--- config.mk ---
export PLATFORM = sky130hd
export DESIGN_NAME = debug_unit
export DESIGN_NICKNAME = d
export VERILOG_FILES = /design/src/rtl/debug_unit.sv
export SDC_FILE = /design/constraint.sdc
export NUM_CORES = 1
export LEC_CHECK = 0
export CORE_MARGIN = 2
export CORE_UTILIZATION = 25
export DETAILED_ROUTE_END_ITERATION = 7
export SYNTH_ARGS = -nofsm -noshare
export SYNTH_HDL_FRONTEND = slang
export SYNTH_SLANG_ARGS = --single-unit
--- constraint.sdc ---
create_clock -name i_clk -period 2.4 [get_ports i_clk]
set_input_delay 0.36 -clock i_clk [delete_from_list [all_inputs] [get_ports i_clk]]
set_output_delay 0.36 -clock i_clk [all_outputs]
set_load 0.1 [all_outputs]
--- src/rtl/debug_unit.sv ---
// debug_unit: UART-driven run/step sequencer for the BIP-I core; define DBG_STEP_EN to add the single-step command
module debug_unit #(
  parameter int PCLEN = 11,
  parameter int DBITS = 16,
  parameter int CYCBITS = 16,
  parameter logic [4:0] HLT_OP = 5'b00000,
`ifdef DBG_STEP_EN
  parameter logic [7:0] CMD_STEP = 8'h53,
`endif
  parameter logic [7:0] CMD_RUN = 8'h52
) (
  input  logic             i_clk,
  input  logic             i_rst,
  input  logic [7:0]       i_rx_data,
  input  logic             i_rx_done,
  input  logic             i_tx_done,
  input  logic [PCLEN-1:0] i_pc,
  input  logic [DBITS-1:0] i_acc,
  input  logic [4:0]       i_opcode,
  output logic             o_cpu_en,
  output logic             o_cpu_rst,
  output logic [7:0]       o_tx_data,
  output logic             o_tx_start,
  output logic             o_busy
);
`ifdef DBG_STEP_EN
  typedef enum logic [2:0] {IDLE, CLR, RUN, SNAP, TX, TXW, STEP} state_t;
`else
  typedef enum logic [2:0] {IDLE, CLR, RUN, SNAP, TX, TXW} state_t;
`endif
  state_t state, state_nx;
  logic [CYCBITS-1:0] cyc, cyc_inc, snap_cyc;
  logic [PCLEN-1:0] snap_pc;
  logic [DBITS-1:0] snap_acc;
  logic [2:0] idx;
  logic [47:0] frame;
  logic [5:0] sh;
  logic run_cmd, halt, from_step;
  assign run_cmd = i_rx_done && i_rx_data == CMD_RUN;
  assign halt = i_opcode == HLT_OP;
  assign cyc_inc = &cyc ? cyc : cyc + 1'b1;
  assign frame = {16'(snap_pc), 16'(snap_acc), 16'(snap_cyc)};
  assign sh = {3'd5 - idx, 3'b000};
  assign o_tx_data = (state == TX || state == TXW) ? frame[sh +: 8] : 8'h00;
`ifdef DBG_STEP_EN
  logic step_cmd;
  assign step_cmd = i_rx_done && i_rx_data == CMD_STEP;
  // remembers that SNAP follows a step, so it samples the post-step PC/ACC
  always_ff @(posedge i_clk)
    from_step <= !i_rst && state == STEP;
`else
  assign from_step = 1'b0;
`endif
  // state register
  always_ff @(posedge i_clk)
    state <= i_rst ? IDLE : state_nx;
  // next state and Moore outputs
  always_comb begin
    state_nx = state;
    o_cpu_en = 1'b0;
    o_cpu_rst = 1'b0;
    o_tx_start = 1'b0;
    o_busy = state != IDLE;
    case (state)
`ifdef DBG_STEP_EN
      IDLE: state_nx = run_cmd ? CLR : step_cmd ? STEP : IDLE;
      STEP: begin
        o_cpu_en = 1'b1;
        state_nx = SNAP;
      end
`else
      IDLE: state_nx = run_cmd ? CLR : IDLE;
`endif
      CLR: begin
        o_cpu_rst = 1'b1;
        state_nx = RUN;
      end
      RUN: begin
        o_cpu_en = 1'b1;
        state_nx = halt ? SNAP : RUN;
      end
      SNAP: state_nx = TX;
      TX: begin
        o_tx_start = 1'b1;
        state_nx = TXW;
      end
      TXW: state_nx = !i_tx_done ? TXW : idx == 3'd5 ? IDLE : TX;
      default: state_nx = IDLE;
    endcase
  end
  // cycle counter, status snapshot and frame byte index
  always_ff @(posedge i_clk)
    if (i_rst) begin
      cyc <= '0;
      snap_pc <= '0;
      snap_acc <= '0;
      snap_cyc <= '0;
      idx <= '0;
    end else begin
      if (state == CLR) cyc <= '0;
      else if (o_cpu_en) cyc <= cyc_inc;
      if (state == RUN && halt) {snap_pc, snap_acc, snap_cyc} <= {i_pc, i_acc, cyc_inc};
      else if (state == SNAP && from_step) {snap_pc, snap_acc, snap_cyc} <= {i_pc, i_acc, cyc};
      if (state == SNAP) idx <= '0;
      else if (state == TXW && i_tx_done) idx <= idx + 1'b1;
    end
endmodule
# Word-level counts from Yosys, hierarchy flattened

Cells that the tools add are included.

Add/subtract/negate cells: 3
Eq/ne operators: 7
Shift operators: 1
Muxes and demuxes: 10
Reductions and logical operators: 10

Operators by type and width:

| operator                                                        | number |
|---|---|
| 48-bit by 7-bit indexed part select with 8-bit output           | 1 |
| 3-bit case mux with 6 select lines                              | 1 |
| 16-bit by 1-bit adder with 16-bit output, second input constant | 1 |
| 16-bit two-way mux                                              | 1 |
| 16-bit AND reduction                                            | 1 |
| 3-bit == test, second input constant                            | 3 |
| 8-bit by 7-bit == test with 1-bit output, second input constant | 1 |
| 8-bit two-way mux                                               | 1 |
| 3-bit by 2-bit == test with 1-bit output, second input constant | 2 |
| 3-bit two-way mux                                               | 2 |
| 5-bit logical NOT                                               | 1 |
| 1-bit two-way mux                                               | 5 |
| 2-bit OR reduction                                              | 2 |
| 3-bit by 1-bit adder with 3-bit output, second input constant   | 1 |
| 3-bit by 1-bit == test with 1-bit output, second input constant | 1 |
| 1-bit logical AND                                               | 3 |
| 3-bit logical NOT                                               | 1 |
| 3-bit nonzero test                                              | 1 |
| 3-bit subtractor, first input constant                          | 1 |
| 1-bit logical OR                                                | 1 |

Flip-flop bits (word level): 65
Input bits: 44
Output and inout bits: 12
Word-level logic and storage cells: 37

# Logic depth before layout (Yosys ltp)

Gate-level depths: netlist of the first run.

Depth after elaboration: 4
Mapped depth: 8
Gate-level depth less buffers: 6

# Least setup slack after synthesis of the first run

Ideal clock, no wire load.

Path type: reg2reg
Start point: register state[1]
End point: register cyc[10]
Library setup time: 0.128 ns
Arrival: 3.597 ns
Data required time: 2.272 ns
Setup slack: -1.325 ns
Stages on the path, launching flop included: 7
Buffers on the path: 3
Cell sequence: dfxtp_1 > buf_2 > nor3b_1 > or2_2 > clkbuf_1 > clkbuf_1 > nor2_1

Word-level cells in the longest chain between the ends: 2

RTL lines:

| what                                                                                                        | line    | source |
|---|---|---|
| from (decl)                                                                                                 | 31      | `state_t state, state_nx;` |
| from (signal assigned)                                                                                      | 56      | `state <= i_rst ? IDLE : state_nx;` |
| 3-bit by 2-bit == test with 1-bit output / 3-bit by 1-bit == test with 1-bit output (equally long branches) | 64, 100 |  |
| 1-bit two-way mux / 2-bit OR reduction (equally long branches)                                              | n/a     |  |
| to (signal assigned)                                                                                        | 101     | `else if (o_cpu_en) cyc <= cyc_inc;` |
| to (decl)                                                                                                   | 32      | `logic [CYCBITS-1:0] cyc, cyc_inc, snap_cyc;` |

Several ways; a longest one is shown, not always the timed one.
A chain may end at the register's enable or synchronous reset.

# Final worst setup path of the first run

Start point: register idx[1]
End point: output o_tx_data[0]

Word-level cells in the longest chain between the ends: 3

RTL lines:

| what                                                  | line | source |
|---|---|---|
| from (decl)                                           | 35   | `logic [2:0] idx;` |
| from (signal assigned)                                | 105  | `else if (state == TXW && i_tx_done) idx <= idx + 1'b1;` |
| 3-bit subtractor                                      | 43   | `assign sh = {3'd5 - idx, 3'b000};` |
| 48-bit by 7-bit indexed part select with 8-bit output | 44   | `assign o_tx_data = (state == TX \|\| state == TXW) ? frame[sh +: 8] : 8'h00;` |
| 8-bit two-way mux                                     | 44   |  |
| to (decl)                                             | 22   | `output logic [7:0] o_tx_data,` |

No other way between the ends.

==> results of run 1 <==
-- registers in the layout (all words and copies together) (netlist names) --
name	flops
cyc	16
snap_pc	11
idx	3
state	3
snap_acc	16
snap_cyc	16
-- worst reg2reg max path, stage by stage (launching register included) --
cell                       delay [ns]
sky130_fd_sc_hd__dfxtp_1         0.42
sky130_fd_sc_hd__ha_1            0.27
sky130_fd_sc_hd__nand3_1         0.23
sky130_fd_sc_hd__nor4_4          0.52
sky130_fd_sc_hd__buf_4           0.20
sky130_fd_sc_hd__nor2_1          0.09
sky130_fd_sc_hd__a311oi_1        0.29
-- cell families (layout without fill, tap and decap cells) --
kind of cell,after synthesis,after routing,share of synthesized area
simple gates,186,186,0.271
compound gates,73,73,0.129
flops,65,65,0.393
buf+inv,42,90,0.0612
xor+xnor,20,20,0.0529
mux,17,17,0.0816
fa+ha+maj,3,3,0.0113
-- layout make-up --
type | instances | area (um^2)
fillers | 1324 | 8540
multi-input cells | 299 | 1910
flip-flops and latches | 65 | 1300
repair buffers | 70 | 783
clock buffers | 10 | 239
well taps | 176 | 220
clock inverters | 5 | 78.8
inverters | 5 | 18.8
-- how the worst max path moves through the flow --
stage                     cells past startpoint      endpoint  slack [ns]         from
after global routing                          5  o_tx_data[4]        0.05       idx[1]
after CTS                                     5  o_tx_data[0]         0.1       idx[1]
after floorplan                               7  o_tx_data[5]        0.02       idx[1]
after global placement                        5   snap_cyc[6]        0.18  i_opcode[1]
after detailed placement                      6    snap_pc[2]        0.16  i_opcode[1]
final                                         5  o_tx_data[0]        0.12       idx[1]
-- synth_stat cells (2+ instances only) --
master                     number
sky130_fd_sc_hd__nand2_1       73
sky130_fd_sc_hd__dfxtp_1       65
sky130_fd_sc_hd__a21oi_1       46
sky130_fd_sc_hd__nor2_1        37
sky130_fd_sc_hd__nand3_1       20
sky130_fd_sc_hd__buf_2         18
sky130_fd_sc_hd__clkbuf_1      15
sky130_fd_sc_hd__xnor2_1       14
sky130_fd_sc_hd__nand4_1       12
sky130_fd_sc_hd__nor3_1        11
sky130_fd_sc_hd__mux2i_1        9
sky130_fd_sc_hd__mux4_2         8
sky130_fd_sc_hd__nand2b_1       8
sky130_fd_sc_hd__xor2_1         6
sky130_fd_sc_hd__inv_1          5
sky130_fd_sc_hd__o21ai_0        5
sky130_fd_sc_hd__a211oi_1       4
sky130_fd_sc_hd__a311oi_1       4
sky130_fd_sc_hd__and4_1         4
sky130_fd_sc_hd__nor4_1         4
sky130_fd_sc_hd__a31oi_1        3
sky130_fd_sc_hd__buf_6          3
sky130_fd_sc_hd__ha_1           3
sky130_fd_sc_hd__o211ai_1       3
sky130_fd_sc_hd__or3_1          3
sky130_fd_sc_hd__a211o_1        2
sky130_fd_sc_hd__a21oi_2        2
sky130_fd_sc_hd__nand3b_1       2
sky130_fd_sc_hd__nor2b_1        2
sky130_fd_sc_hd__nor4b_1        2
sky130_fd_sc_hd__o21bai_1       2
-- stage by stage --
stage / cells / hold WS (ns) / worst slack, ns / instance area (um^2)
2_1_floorplan: 406 / 0.429 / 0.0227 / 3410
3_3_place_gp: 615 / 0.438 / 0.178 / 4230
3_5_place_dp: 615 / 0.443 / 0.164 / 4230
4_1_cts: 630 / 0.451 / 0.0964 / 4550
5_1_grt: 630 / 0.467 / 0.0478 / 4550
6_report: 630 / 0.450 / 0.123 / 4550
-- power breakdown --
part	total [uW]	switching [uW]	internal, uW
clock network	1400	465	931
logic	99.4	32.8	66.6
registers	1080	0.167	1080
total	2580	498	2080
-- per-layer routing --
metal  share of wire  up-vias
li1                -     1496
met1            0.46     1434
met2            0.47       67
met3           0.048       12
met4           0.020        0
met5               0        -
==> metrics list, run 1 <==
- Result of the run: finished, final reports clean
* Primary FF master, synth: sky130_fd_sc_hd__dfxtp_1
- The number of different library cells used by synthesis comes to 42.
- The smallest clock period supported by the final layout is computed as 2.28 ns.
- The worst setup path is captured at an output pin.
* Family of cells with the greatest summed delay on the critical path: multiplexers
- Row generation in the floorplan step produced 42 rows.
- At the later pin of the worst-skew pair, clock insertion delay measures 0.33 ns.
- STA classifies the critical path startpoint as a register.
* Worst Path Max Fanout: 14
* Vias after detailed routing: 3009
* Gr ovfl total: 0
- Average instance area after synthesis: 8.16 um^2
* Worst-case vdd ir drop: 359 uV
- 56 I/O pins were placed.
* Sum of routed wire length over all layers: 8350 um
* Count of maximum capacitance violations: 0
- In this run the most critical hold path is launched from snap_pc[9].
- H-Tree Depth: 3
- Number of clock buffers inserted by TritonCTS: 9
* Total negative slack: 0 ns
- Yosys attributes the largest share of cell area to sky130_fd_sc_hd__dfxtp_1 (39%), sky130_fd_sc_hd__nand2_1 (8.3%), sky130_fd_sc_hd__a21oi_1 (7.0%).
* Global-route wire length before repair: 14100 um
- The count of nets left with antenna violations once routing finished came out at 0.
* Floorplan die area: 0.0142 mm^2
- Setup repair after global routing missed its margin: no
* Number of synthesized flops with an enable pin: 0
- DRC errors left: 0
- The share of synthesized area in the top cell type comes to 0.393.
- # clock sinks: 65
* Clock tree from TritonCTS: built
- Number of cell instances on the worst register-to-register path: 6
- The worst register-to-register path begins at cyc[1].
* Cell-by-cell trace of the critical path: buf_4 > mux4_2 > mux2i_1 > nor2_4 > buf_12
- Across the routed clock network, the largest skew measured is 0.00738 ns.
- Max-slew violation count: 0
- After layout, the design draws a total of 2580 uW.
* Number of antenna violations at the first check in global routing: 0
- Pin count of the biggest net entering global routing: 48
- Counting along the longest clock path gives a buffer depth of 2.
- Net count of the mapped netlist: 453
- For the pin with the worst max-slew slack, the measured transition is 0.590 ns.
- Dividing the detail-routed wire length by the instance count gives 13.2 um.
- Counting both buffers and inverters, the worst setup path holds a total of 2.
- After the last flow step, the layout net total stands at 497.
- In this run the power density over the cells is 566 mW/mm^2.
- Path type of the worst min-delay path: register to register
- GR met1 Demand/Resource: 0.150
- Slowest stage delay, CP: 0.54 ns
* Initial Util: 0.253
* Number of standard cells after synthesis: 406
- Vias in the first global route: 2981
- Global Route Usage Sum: 0.122
- Die width: 119 um
- F_max: 439 MHz
* DPL Wire Length: 6110 um
- The path with the worst hold slack has its endpoint at snap_pc[9].
- In the synthesized netlist the async set-or-reset flop fraction comes to 0.
- Count of endpoints failing hold in the final timing report: 0
- The synthesized design contains 65 register bits.
* Standard cell core area: 0.0131 mm^2
* Die height: 119 um
- In the layout the commonest cells are sky130_fd_sc_hd__nand2_1 (73), sky130_fd_sc_hd__dfxtp_1 (65), sky130_fd_sc_hd__clkdlybuf4s50_1 (43).
* Setup fix buffers added after clock tree synthesis: 0
- Fraction of layout instances using a drive strength above 1: 0.150
- Share of the yosys chip area belonging to registers: 0.393
- Summed over all instances, the cell type with the most area after synthesis is sky130_fd_sc_hd__dfxtp_1.
* Synthesized area: 0.00331 mm^2
* Commonest non-fill, non-tap cell in the layout: sky130_fd_sc_hd__nand2_1
* Worst reg2reg endpoint: cyc[14]
- At the worst endpoint, the required time is 2.04 ns.
- Flop-to-flop setup slack: 0.28 ns
* Buffers added on ports: 55
- After clock tree synthesis, the clock-pin slew on the worst setup and hold paths is 0.06 ns.
- Met3 Resource Use GR: 0.0302
- Most congested layer reported by global routing: met2
- After the first detailed-routing iteration, the DRC count stood at 170.
* Total setup violations reported at the end of the flow: 0
- Leakage: 0.00144 uW
* Worst hold path depth: 2
* Met2 track demand over resource: 0.202
* Antenna diode count: 0
* Vias per Instance: 4.78
- Number of search-and-repair iterations in the first detailed-routing pass: 4
- Syn. warnings: 0
- Post-layout util: 0.348
- Dividing the final minimum period by the clock period gives 0.949.
- The worst pin sits at a relative slew slack of 0.601.
- Compared with the post-synthesis result, the final layout area differs by 37.3%.
- The slowest stage of the critical path belongs to the cell sky130_fd_sc_hd__mux4_2.
- Post-CTS repair changed the size of 0 cells.
- By startpoint and endpoint, the worst setup path is classified as register to output pin.
- Clock Root Buffer: sky130_fd_sc_hd__clkbuf_16
- Hold buffers post-CTS: 0
* Last weighted congestion value of the routability-driven placer: 0.842
* Crit path arrival time: 1.92 ns
(Power assumes the default switching activity.)
==> run 2, diff against run 1 <==
TNS_END_PERCENT = 30   (was not set)
==> run 2 against run 1 <==
  * Cell count increased by 0.16%
  * Worst hold slack got worse by 0.0022 ns
  * Combinational power decreased by 0.5%
  * Flip-flop and latch count unchanged
  * Worst setup slack got worse by 0.031 ns
  * Largest cell class unchanged
  * Global-route usage decreased by 0.19 points
  * Maximum frequency decreased by 1.3%
  * Die area unchanged
  * Core utilization increased by 0.13 points
==> metrics list, run 2 (same netlist as run 1, synthesis figures left out) <==
- In this run the critical register-to-register path is launched from cyc[1].
- Before CTS, the worst setup slack after placement is 0.155 ns.
- Setup repair after global routing left no endpoint under its margin.
* Max-slew violation count: 0
- Leading cell types in the layout, fill and taps excluded: sky130_fd_sc_hd__nand2_1 (73), sky130_fd_sc_hd__dfxtp_1 (65), sky130_fd_sc_hd__clkdlybuf4s50_1 (43)
- The run finished with clean final reports.
- For this design, the slowest cell found on the critical path is sky130_fd_sc_hd__mux4_2.
* Clock Root Buffer: sky130_fd_sc_hd__clkbuf_16
* Total number of placement rows: 42
- Count of nets after finishing: 497
- Antenna diode count: 0
- The clock drives 65 sinks.
- Across the run, the number of max-cap violations was 0.
- The number of hold-slack violations in the final timing report was 0.
- After clock tree synthesis, the clock-pin slew on the worst setup and hold paths is 0.06 ns.
* Share of power burned in the clock network: 0.547
* Commonest non-fill, non-tap cell in the layout: sky130_fd_sc_hd__nand2_1
* Vias in the first global route: 2977
- Final setup margin: 0.0923 ns
- The floorplan step defined a die boundary enclosing 0.0142 mm^2.
* H-Tree Depth: 3
- In this run the critical register-to-register path is captured at cyc[14].
* Switching Fraction: 0.199
* Fraction of power consumed by sequential logic: 0.415
- The number of antenna violations at the first check in global routing was 0.
- Global-route wire length before repair: 13900 um
- Crit path arrival time: 1.95 ns
* Post-layout util: 0.349
- The count of buffers added on input and output ports is 55.
- Destination of the critical timing path: o_tx_data[1]
* Req. time, crit path: 2.04 ns
- Clock tree from TritonCTS: built
- The congestion estimate from routability-driven global placement came to 0.859.
* F_max: 433 MHz
* Hold buffers post-CTS: 0
* Number of clock buffers inserted by TritonCTS: 9
* Worst Path Max Fanout: 5
- From synthesis to final layout, the design area changed by 37.9%.
* Path type of the worst min-delay path: register to register
* Flop-to-flop setup slack: 0.31 ns
* Fraction of layout instances using a drive strength above 1: 0.156
* Final ANT Viol Nets: 0
- Dividing the detail-routed via count by the number of cells gives 4.76.
- The initial utilization of the core area, before any placement, comes to 0.253.
* Leakage: 0.00144 uW
- Biggest registers after layout: cyc (16), snap_acc (16), snap_cyc (16)
* Standard cell core area: 0.0131 mm^2
- The worst setup path is captured at an output pin.
* Vias after detailed routing: 3005
* Pin count of the biggest net entering global routing: 48
- Internal Power: 2090 uW
- The critical path is of the register to output pin type.
- For this design the top-level I/O count stands at 56.
- Power per cell area: 570 mW/mm^2
* Die height: 119 um
- Global routing finished with a remaining overflow of 0.
* Routed wire length per instance: 13.3 um
- The later pin in the worst-skew pair is clocked with a latency of 0.33 ns.
* Number of cell instances on the worst register-to-register path: 6
- For this design the total switching power over the nets is 517 uW.
- STA classifies the critical path startpoint as a register.
* DPL Wire Length: 6100 um
* Total setup violations reported at the end of the flow: 0
- Violation count after the first detailed-routing iteration: 256
* Worst-case vdd ir drop: 377 uV
* Number of search-and-repair iterations in the first detailed-routing pass: 4
* Sum of routed wire length over all layers: 8390 um
- The critical path starts at idx[1].
- Min Clock Period, post-route: 2.31 ns
* Die width: 119 um
- Global Route Usage Sum: 0.120
- In the finished design, the share of the clock period the worst path needs comes to 0.962.
- Buffer depth of the longest clock path: 2
- Setup fix buffers added after clock tree synthesis: 0
* Slowest stage delay, CP: 0.52 ns
- In this run the tightest slew margin relative to its limit is 0.659.
- Cell-by-cell trace of the critical path: buf_4 > mux4_2 > mux2i_1 > nor2_4 > buf_12
* Worst clock skew: 0.00698 ns
- At the pin with the least slew margin, the transition time is 0.507 ns.
* Combinational group share of total power: 0.038
- For this run, design rule violations remaining after detail routing come to 0.
## run 2: cell count changes in the layout (fill, tap and decap cells not counted), sizes merged
cell      change
clkinvlp      +1
## run 2: layout make-up
| class | instances | area [um^2] |
|---|---|---|
| clock inverter | 6 | 90.1 |
| multi-input combinational | 299 | 1910 |
| clock buffer | 10 | 239 |
| tap | 176 | 220 |
| timing repair buffer | 70 | 783 |
| sequential | 65 | 1300 |
| fill | 1327 | 8520 |
| inverter | 5 | 18.8 |
## run 2: worst min path at each step
stage | endpoint | depth (start not counted) | slack [ns] | startpoint
after floorplan | snap_acc[11] | 2 | 0.43 | snap_acc[11]
after global placement | snap_acc[3] | 2 | 0.44 | snap_acc[3]
after detailed placement | snap_acc[1] | 2 | 0.45 | snap_acc[1]
after CTS | snap_acc[1] | 2 | 0.45 | snap_acc[1]
after global routing | snap_acc[5] | 2 | 0.47 | snap_acc[5]
final | snap_acc[1] | 2 | 0.45 | snap_acc[1]
## run 2: power groups by stage
stage                     logic (uW)  registers [uW]  clock network [uW]
after global placement          98.2            1100                   0
after floorplan                 20.7            1100                   0
final                           98.9            1080                1420
after global routing             105            1080                1500
after detailed placement        99.5            1100                   0
after CTS                        100            1080                1450
## run 2: per-stage QoR
step	power, uW	hold slack, ns	cell area (um^2)	std cells	setup TNS [ns]
after detailed placement	1200	0.445	4230	615	0
after global routing	2690	0.468	4570	631	0
final	2600	0.448	4570	631	0
after global placement	1200	0.438	4230	615	0
after floorplan	1120	0.429	3410	406	-1.19
after CTS	2630	0.453	4560	631	0
## run 2: layer usage
| layer | track usage | share of wire | up-vias |
|---|---|---|---|
| li1 | - | - | 1503 |
| met1 | 0.147 | 0.45 | 1417 |
| met2 | 0.204 | 0.49 | 79 |
| met3 | 0.0388 | 0.056 | 6 |
| met4 | 0.0327 | 0.0075 | 0 |
| met5 | 0 | 0 | - |
## run 2: worst max-delay path, delay by kind of cell, from the launching register on
kind / cells / cell delay [ns]
simple gates: 1 / 0.06
mux: 2 / 0.76
flops: 1 / 0.42
buf+inv: 2 / 0.36
## run 2: repair_timing
item	CTS	global route
endpoints found under the hold margin	0	0
pin swaps	0	0
setup endpoints to repair	2	1
resized for setup	1	1
